[src/rtl/rv_fetch_pkg.sv]
// Shared definitions for the RV64 fetch stage.
//   XLEN / ILEN   : address and instruction widths
//   NOP_INST_WORD : canonical bubble, addi x0,x0,0
//   PC_STEP       : sequential fetch increment in bytes
//   fetch_state_t : fetch FSM states
package rv_fetch_pkg;

  localparam int unsigned XLEN = 64;
  localparam int unsigned ILEN = 32;

  localparam logic [ILEN-1:0] NOP_INST_WORD = 32'h0000_0013;
  localparam logic [XLEN-1:0] PC_STEP       = 64'd4;

  typedef enum logic [0:0] {
    RUN  = 1'b0,
    HALT = 1'b1
  } fetch_state_t;

endpackage

[src/rtl/pc_register.sv]
// Program counter storage with synchronous active-high reset.
//   clk, reset : clock and sync reset (reset loads RESET_PC, overrides load_en)
//   load_en    : update PC with next_pc on this edge
//   next_pc    : value to load, chosen by the parent
//   pc         : current PC
module pc_register
  import rv_fetch_pkg::*;
#(
  parameter logic [XLEN-1:0] RESET_PC = 64'h0
) (
  input  logic            clk,
  input  logic            reset,
  input  logic            load_en,
  input  logic [XLEN-1:0] next_pc,
  output logic [XLEN-1:0] pc
);

  logic [XLEN-1:0] pc_q;

  always_ff @(posedge clk) begin
    if (reset) begin
      pc_q <= RESET_PC;
    end else if (load_en) begin
      pc_q <= next_pc;
    end
  end

  assign pc = pc_q;

endmodule

[src/rtl/instruction_fetch_unit.sv]
// Fetch stage: owns the PC, addresses a combinational instruction memory and
// captures the returned word plus its PC into the IF/ID register.
//   clk, reset          : clock, sync active-high reset
//   Instruction         : memory word for Inst_Address, same cycle
//   Stall               : hold PC and IF/ID
//   Branch_Taken/Target : redirect request (overrides Stall, leaves HALT)
//   Inst_Address        : current PC
//   IF_ID_PC/Instruction/Valid : pipeline register to decode
//   Misaligned_Target   : one-cycle pulse after a redirect with target[1:0] != 0
//   Halted              : fetch ran past MEM_BYTES
//   Fetch_Count         : number of valid captures, wraps at 2^32
module instruction_fetch_unit
  import rv_fetch_pkg::*;
#(
  parameter logic [XLEN-1:0] RESET_PC  = 64'h0,
  parameter logic [XLEN-1:0] MEM_BYTES = 64'd16,
  parameter logic [ILEN-1:0] NOP_INST  = NOP_INST_WORD
) (
  input  logic            clk,
  input  logic            reset,
  input  logic [ILEN-1:0] Instruction,
  input  logic            Stall,
  input  logic            Branch_Taken,
  input  logic [XLEN-1:0] Branch_Target,
  output logic [XLEN-1:0] Inst_Address,
  output logic [XLEN-1:0] IF_ID_PC,
  output logic [ILEN-1:0] IF_ID_Instruction,
  output logic            IF_ID_Valid,
  output logic            Misaligned_Target,
  output logic            Halted,
  output logic [31:0]     Fetch_Count
);

  fetch_state_t    state_q;
  logic [XLEN-1:0] pc;
  logic [XLEN-1:0] pc_next;
  logic            pc_load;
  logic [XLEN-1:0] target_aligned;
  logic            pc_in_range;

  logic [XLEN-1:0] if_id_pc_q;
  logic [ILEN-1:0] if_id_inst_q;
  logic            if_id_valid_q;
  logic            misaligned_q;
  logic [31:0]     fetch_count_q;

  assign target_aligned = {Branch_Target[XLEN-1:2], 2'b00};
  assign pc_in_range    = (pc < MEM_BYTES);

  // Next-PC select; reset priority lives in pc_register.
  always_comb begin
    pc_load = 1'b0;
    pc_next = pc + PC_STEP;
    if (Branch_Taken) begin
      pc_load = 1'b1;
      pc_next = target_aligned;
    end else if ((state_q == RUN) && !Stall && pc_in_range) begin
      pc_load = 1'b1;
    end
  end

  pc_register #(
    .RESET_PC (RESET_PC)
  ) u_pc_register (
    .clk     (clk),
    .reset   (reset),
    .load_en (pc_load),
    .next_pc (pc_next),
    .pc      (pc)
  );

  always_ff @(posedge clk) begin
    if (reset) begin
      state_q       <= RUN;
      if_id_pc_q    <= '0;
      if_id_inst_q  <= NOP_INST;
      if_id_valid_q <= 1'b0;
      misaligned_q  <= 1'b0;
      fetch_count_q <= '0;
    end else begin
      misaligned_q <= 1'b0;
      if (Branch_Taken) begin
        state_q       <= RUN;
        if_id_pc_q    <= '0;
        if_id_inst_q  <= NOP_INST;
        if_id_valid_q <= 1'b0;
        misaligned_q  <= |Branch_Target[1:0];
      end else if (state_q == HALT) begin
        // Bubble already loaded on entry; Stall is irrelevant here.
        if_id_valid_q <= 1'b0;
      end else if (Stall) begin
        // Hold everything.
      end else if (!pc_in_range) begin
        state_q       <= HALT;
        if_id_pc_q    <= '0;
        if_id_inst_q  <= NOP_INST;
        if_id_valid_q <= 1'b0;
      end else begin
        if_id_pc_q    <= pc;
        if_id_inst_q  <= Instruction;
        if_id_valid_q <= 1'b1;
        fetch_count_q <= fetch_count_q + 32'd1;
      end
    end
  end

  assign Inst_Address      = pc;
  assign IF_ID_PC          = if_id_pc_q;
  assign IF_ID_Instruction = if_id_inst_q;
  assign IF_ID_Valid       = if_id_valid_q;
  assign Misaligned_Target = misaligned_q;
  assign Halted            = (state_q == HALT);
  assign Fetch_Count       = fetch_count_q;

endmodule

[config.mk]
export PLATFORM = sky130hd
export DESIGN_NAME = instruction_fetch_unit
export DESIGN_NICKNAME = d
export VERILOG_FILES = /design/src/rtl/rv_fetch_pkg.sv /design/src/rtl/pc_register.sv /design/src/rtl/instruction_fetch_unit.sv
export SDC_FILE = /design/constraint.sdc
export NUM_CORES = 1
export LEC_CHECK = 0
export CAP_MARGIN = 20
export CORE_MARGIN = 2
export CORE_UTILIZATION = 46
export CTS_BUF_LIST = sky130_fd_sc_hd__clkbuf_4 sky130_fd_sc_hd__clkbuf_8 sky130_fd_sc_hd__clkbuf_16
export DETAILED_ROUTE_END_ITERATION = 8
export PLACE_DENSITY_LB_ADDON = 0.12
export REMOVE_ABC_BUFFERS = 1
export SLEW_MARGIN = 5
export SYNTH_ARGS = -nofsm -noshare
export SYNTH_HDL_FRONTEND = slang
export SYNTH_SLANG_ARGS = --single-unit
[constraint.sdc]
create_clock -name clk -period 5.9 [get_ports clk]
set_input_delay 0.59 -clock clk [delete_from_list [all_inputs] [get_ports clk]]
set_output_delay 0.59 -clock clk [all_outputs]
set_load 0.02 [all_outputs]
==> impl.org <==
** Global routing
- Initial antenna violation count :: 0
- The first global-routing pass estimated 31700 microns of wire.
- Global routing used 9.25% of the available met3 tracks.
- For met1 alone, demand over resource in global routing was 29.4%.
- Largest net degree at the start of global routing :: 79
- Vias in the first global route :: 6084
- The layer flagged by global routing as most heavily used is met2.
- Global routing consumed, on the met2 layer, 39.4% of the routing resources.
- Summed over all layers, the global routing overflow is 0.
- Overall Global Routing Usage :: 24.1%

** Synthesis
- By area, the combinational part of the netlist is dominated by simple AND/OR/NAND/NOR gates.
- Synth Instances :: 763
- The synthesized design contains 0 enable-type register cells.
- In the synthesized netlist, mux cells make up 10.2% of the area.
- Commonest register cell after synthesis :: dfxtp_1
- Summing the areas of all fa, ha and maj instances in the mapped netlist gives 0.348% of the synthesized area.
- Fraction of registers with async set or reset after synthesis :: 0%
- Dividing the synthesized area by the synthesized cell count gives 9.43 sq um.
- Summing the sequential cell areas from Yosys gives 53.4% of the chip area.
- The synthesized netlist devotes 25.3% of its cell area to simple gates.
- In this run, distinct cell masters in the synthesized netlist total 39.
- Yosys reg bits :: 192
- Summing the areas of all xor and xnor instances in the mapped netlist gives 0% of the synthesized area.
- YS warnings :: 0
- Netlist Area Pre-Place :: 7200 sq um
- Complex-gate fraction of the synthesized area :: 6.67%

** Min path
- Hold-critical path depth :: 2
- The path with the worst hold slack has its endpoint at IF_ID_PC[3].
- The startpoint identified for the worst hold timing path is IF_ID_PC[3].
- Worst min-delay path category :: flip-flop to flip-flop

** STA
- Max frequency :: 372 MHz
- Pins Over Slew Limit :: 0
- In this run the tightest slew margin relative to its limit is 32.9%.
- Final cycle utilization of the critical path :: 45.5%
- Setup slack closes at 3.21 ns.
- Number of endpoints with negative hold slack in the final report :: 0
- Largest clock skew in the final design :: 0.0107 ns
- Slew @ Worst Pin :: 1.01 ns
- The routed design could run at a clock period as short as 2.69 ns.
- The tightest hold path in the finished design has a slack of 0.452 ns.
- Setup repair after global routing left no endpoint under its margin.
- Setup violations remaining at the end of the flow were counted as 0.
- Sum Neg Setup Slack :: 0 ns

** Clock network
- Total setup buffers inserted after CTS :: 0
- Sinks on Clock Net :: 192
- Clock tree from TritonCTS :: done
- Total clock buffers created by CTS :: 17
- Once the clock tree was built, the resizer swapped 0 gates to a different size.
- Clock tree buffer depth :: 2
- Clock Tree Root :: clkbuf_16
- Clock latency at the later pin of the worst-skew pair :: 0.44 ns
- The number of hold buffers added after CTS was 0.
- Clock-pin slew was measured on the worst setup and hold paths at 0.08 ns.
- Number of levels the H-tree was split into :: 4

** Pwr
- Net switching power :: 790 uW
- Internal Pwr Total :: 2070 uW
- Switching Share :: 27.6%
- Of the total power, combinational logic draws 9.5%.
- Leakage power summed over all cells :: 0.00421 uW
- Reg power frac :: 47.0%
- Dividing total power by cell area gives a power density of 263 nW/um^2.
- In this run, the clock network consumes 43.5% of the power.
- Largest vdd supply drop :: 0.208 mV

** Floorplanning
- For this configuration, the core starts out at a cell density of 47.2%.
- Standard cell core area :: 15300 sq um
- Top-level port count :: 295
- Die height :: 129 microns
- The initialized floorplan defines 45 standard-cell rows.
- Die Footprint :: 16700 sq um
- The die is 129 microns wide.

** Detailed routing
- The first routing iteration left 419 violations.
- Average wire per cell in the routed design :: 16.5 microns
- After detailed routing, the number of vias per cell comes to 5.25.
- Summing over every cut layer, the via total after detailed routing is 6508.
- The first detailed-routing pass took 5 iterations.
- Total DRC errors in the routed layout :: 0
- After detailed routing, the total wire length is 20500 microns.
- Count of antenna-violating nets left after detailed routing :: 0

** Cells and area
- Compared with the post-synthesis result, the final layout area differs by 50.9%.
- Non-Filler Instances :: 1240
- Most common cell after layout, fill and taps aside :: clkdlybuf4s50_1
- Number of nets in the layout :: 1118
- 0 antenna diodes ended up in the layout.
- In the layout the commonest cells are clkdlybuf4s50_1 (290), dfxtp_1 (192), nor2_1 (84), and3_1 (65), mux2i_1 (60).
- Number of filler cells placed in the layout :: 1229
- Fraction of final layout cells sized beyond drive strength 1 :: 5.93%

** Place
- During placement, the flow inserted port buffers numbering 292.
- After detailed placement, the design holds a cell count of 1207.
- At the end of routability-driven placement, the weighted congestion stood at 0.790.
- Estimated wirelength of the detail-placed design :: 14000 microns
- Setup Slack @ Placement :: 2.73 ns

** Run
- The tool flagged a number of max-cap violations equal to 0.

** Worst setup path
- Data arrives at the worst endpoint at 3.02 ns.
- The number of cells on the worst reg-to-reg path is 5.
- In this run the worst path has a maximum fanout of 48.
- The startpoint identified for the worst register-to-register timing path is u_pc_register.pc[31].
- Critical path class :: flip-flop to flip-flop
- R2r endpoint :: Fetch_Count[30]
- Across all register-to-register paths, the minimum setup slack is 3.21 ns.
- Data on the critical path is required at its endpoint by 6.23 ns.
- STA classifies the critical path endpoint as a flip-flop.
- Critical path startpoint category :: flip-flop

** Outcome
- The run finished with clean final reports.
-- final cells by class --
type | count | area [sq um] | share of cell area (%)
sequential | 192 | 3840 | 35.4
multi-input combinational | 499 | 3080 | 28.4
timing repair buffer | 299 | 2990 | 27.5
clock buffer | 17 | 425 | 3.92
tap | 211 | 264 | 2.43
clock inverter | 15 | 234 | 2.15
inverter | 7 | 26.3 | 0.242
-- critical path, stage by stage (launching register included) --
cell and delay (ns):
dfxtp_1 0.33, or4_1 0.60, nor3_2 0.19, and4_2 0.94, nand4_1 0.19, mux2_2 0.32
-- worst max path at each step --
stage | from | end | slack, ns | cells after the start
6_report | u_pc_register.pc[31] | Fetch_Count[30] | 3.21 | 5
5_1_grt | u_pc_register.pc[31] | Fetch_Count[8] | 3.09 | 5
4_1_cts | Stall | Fetch_Count[4] | 3.19 | 6
3_5_place_dp | Stall | Fetch_Count[4] | 2.73 | 6
3_3_place_gp | Stall | Fetch_Count[24] | 2.70 | 6
2_1_floorplan | u_pc_register.pc[38] | Fetch_Count[22] | 2.90 | 5
-- sequential cells by signal, summed over array words and instances, names as in the netlist --
signal and cells:
IF_ID_PC 63, u_pc_register.pc 62, Fetch_Count 32, IF_ID_Instruction 32
Halted 1, IF_ID_Valid 1, Misaligned_Target 1
-- routing by layer --
metal | part of all wire (%) | vias up
met2 | 47 | 254
met5 | 0 | -
met4 | 1.7 | 0
met1 | 41 | 3016
li1 | - | 3213
met3 | 9.6 | 25
-- kinds of logic after synthesis --
kind of cell,after synthesis
buffers and inverters,73
muxes,72
DFF,192
other,1
AOI/OAI and AO/OA,80
and+or+nand+nor,343
adders and majority gates,2
-- power by group through the flow --
stage / sequential (uW) / clock, uW / combinational (uW)
floorplan: 1400 / 0 / 72.9
global placement: 1370 / 0 / 270
detailed placement: 1370 / 0 / 274
CTS: 1340 / 1260 / 275
global route: 1350 / 1320 / 294
finish: 1340 / 1240 / 273
-- per-stage QoR --
step | utilization (%) | total power (uW) | area, sq um
final | 71.2 | 2860 | 10900
after global placement | 66.7 | 1640 | 10200
after global routing | 71.2 | 2960 | 10900
after detailed placement | 66.8 | 1650 | 10200
after CTS | 71.2 | 2880 | 10900
after floorplan | - | 1470 | 6940
-- synthesized netlist by cell type, types with 14 or more instances --
library cell  count  area share (%)
nand3_1          50             3.5
clkbuf_1         50             2.6
dfxtp_1         192              53
nand2_1          42             2.2
a21oi_1          50             3.5
nor4_1           16             1.4
nand4_1          14             1.2
mux2i_1          60             8.3
nor3_1           15             1.0
and3_1           65             5.6
or4_1            15             1.6
nor2_1           86             4.5
Power figures use the tool's default switching activity.
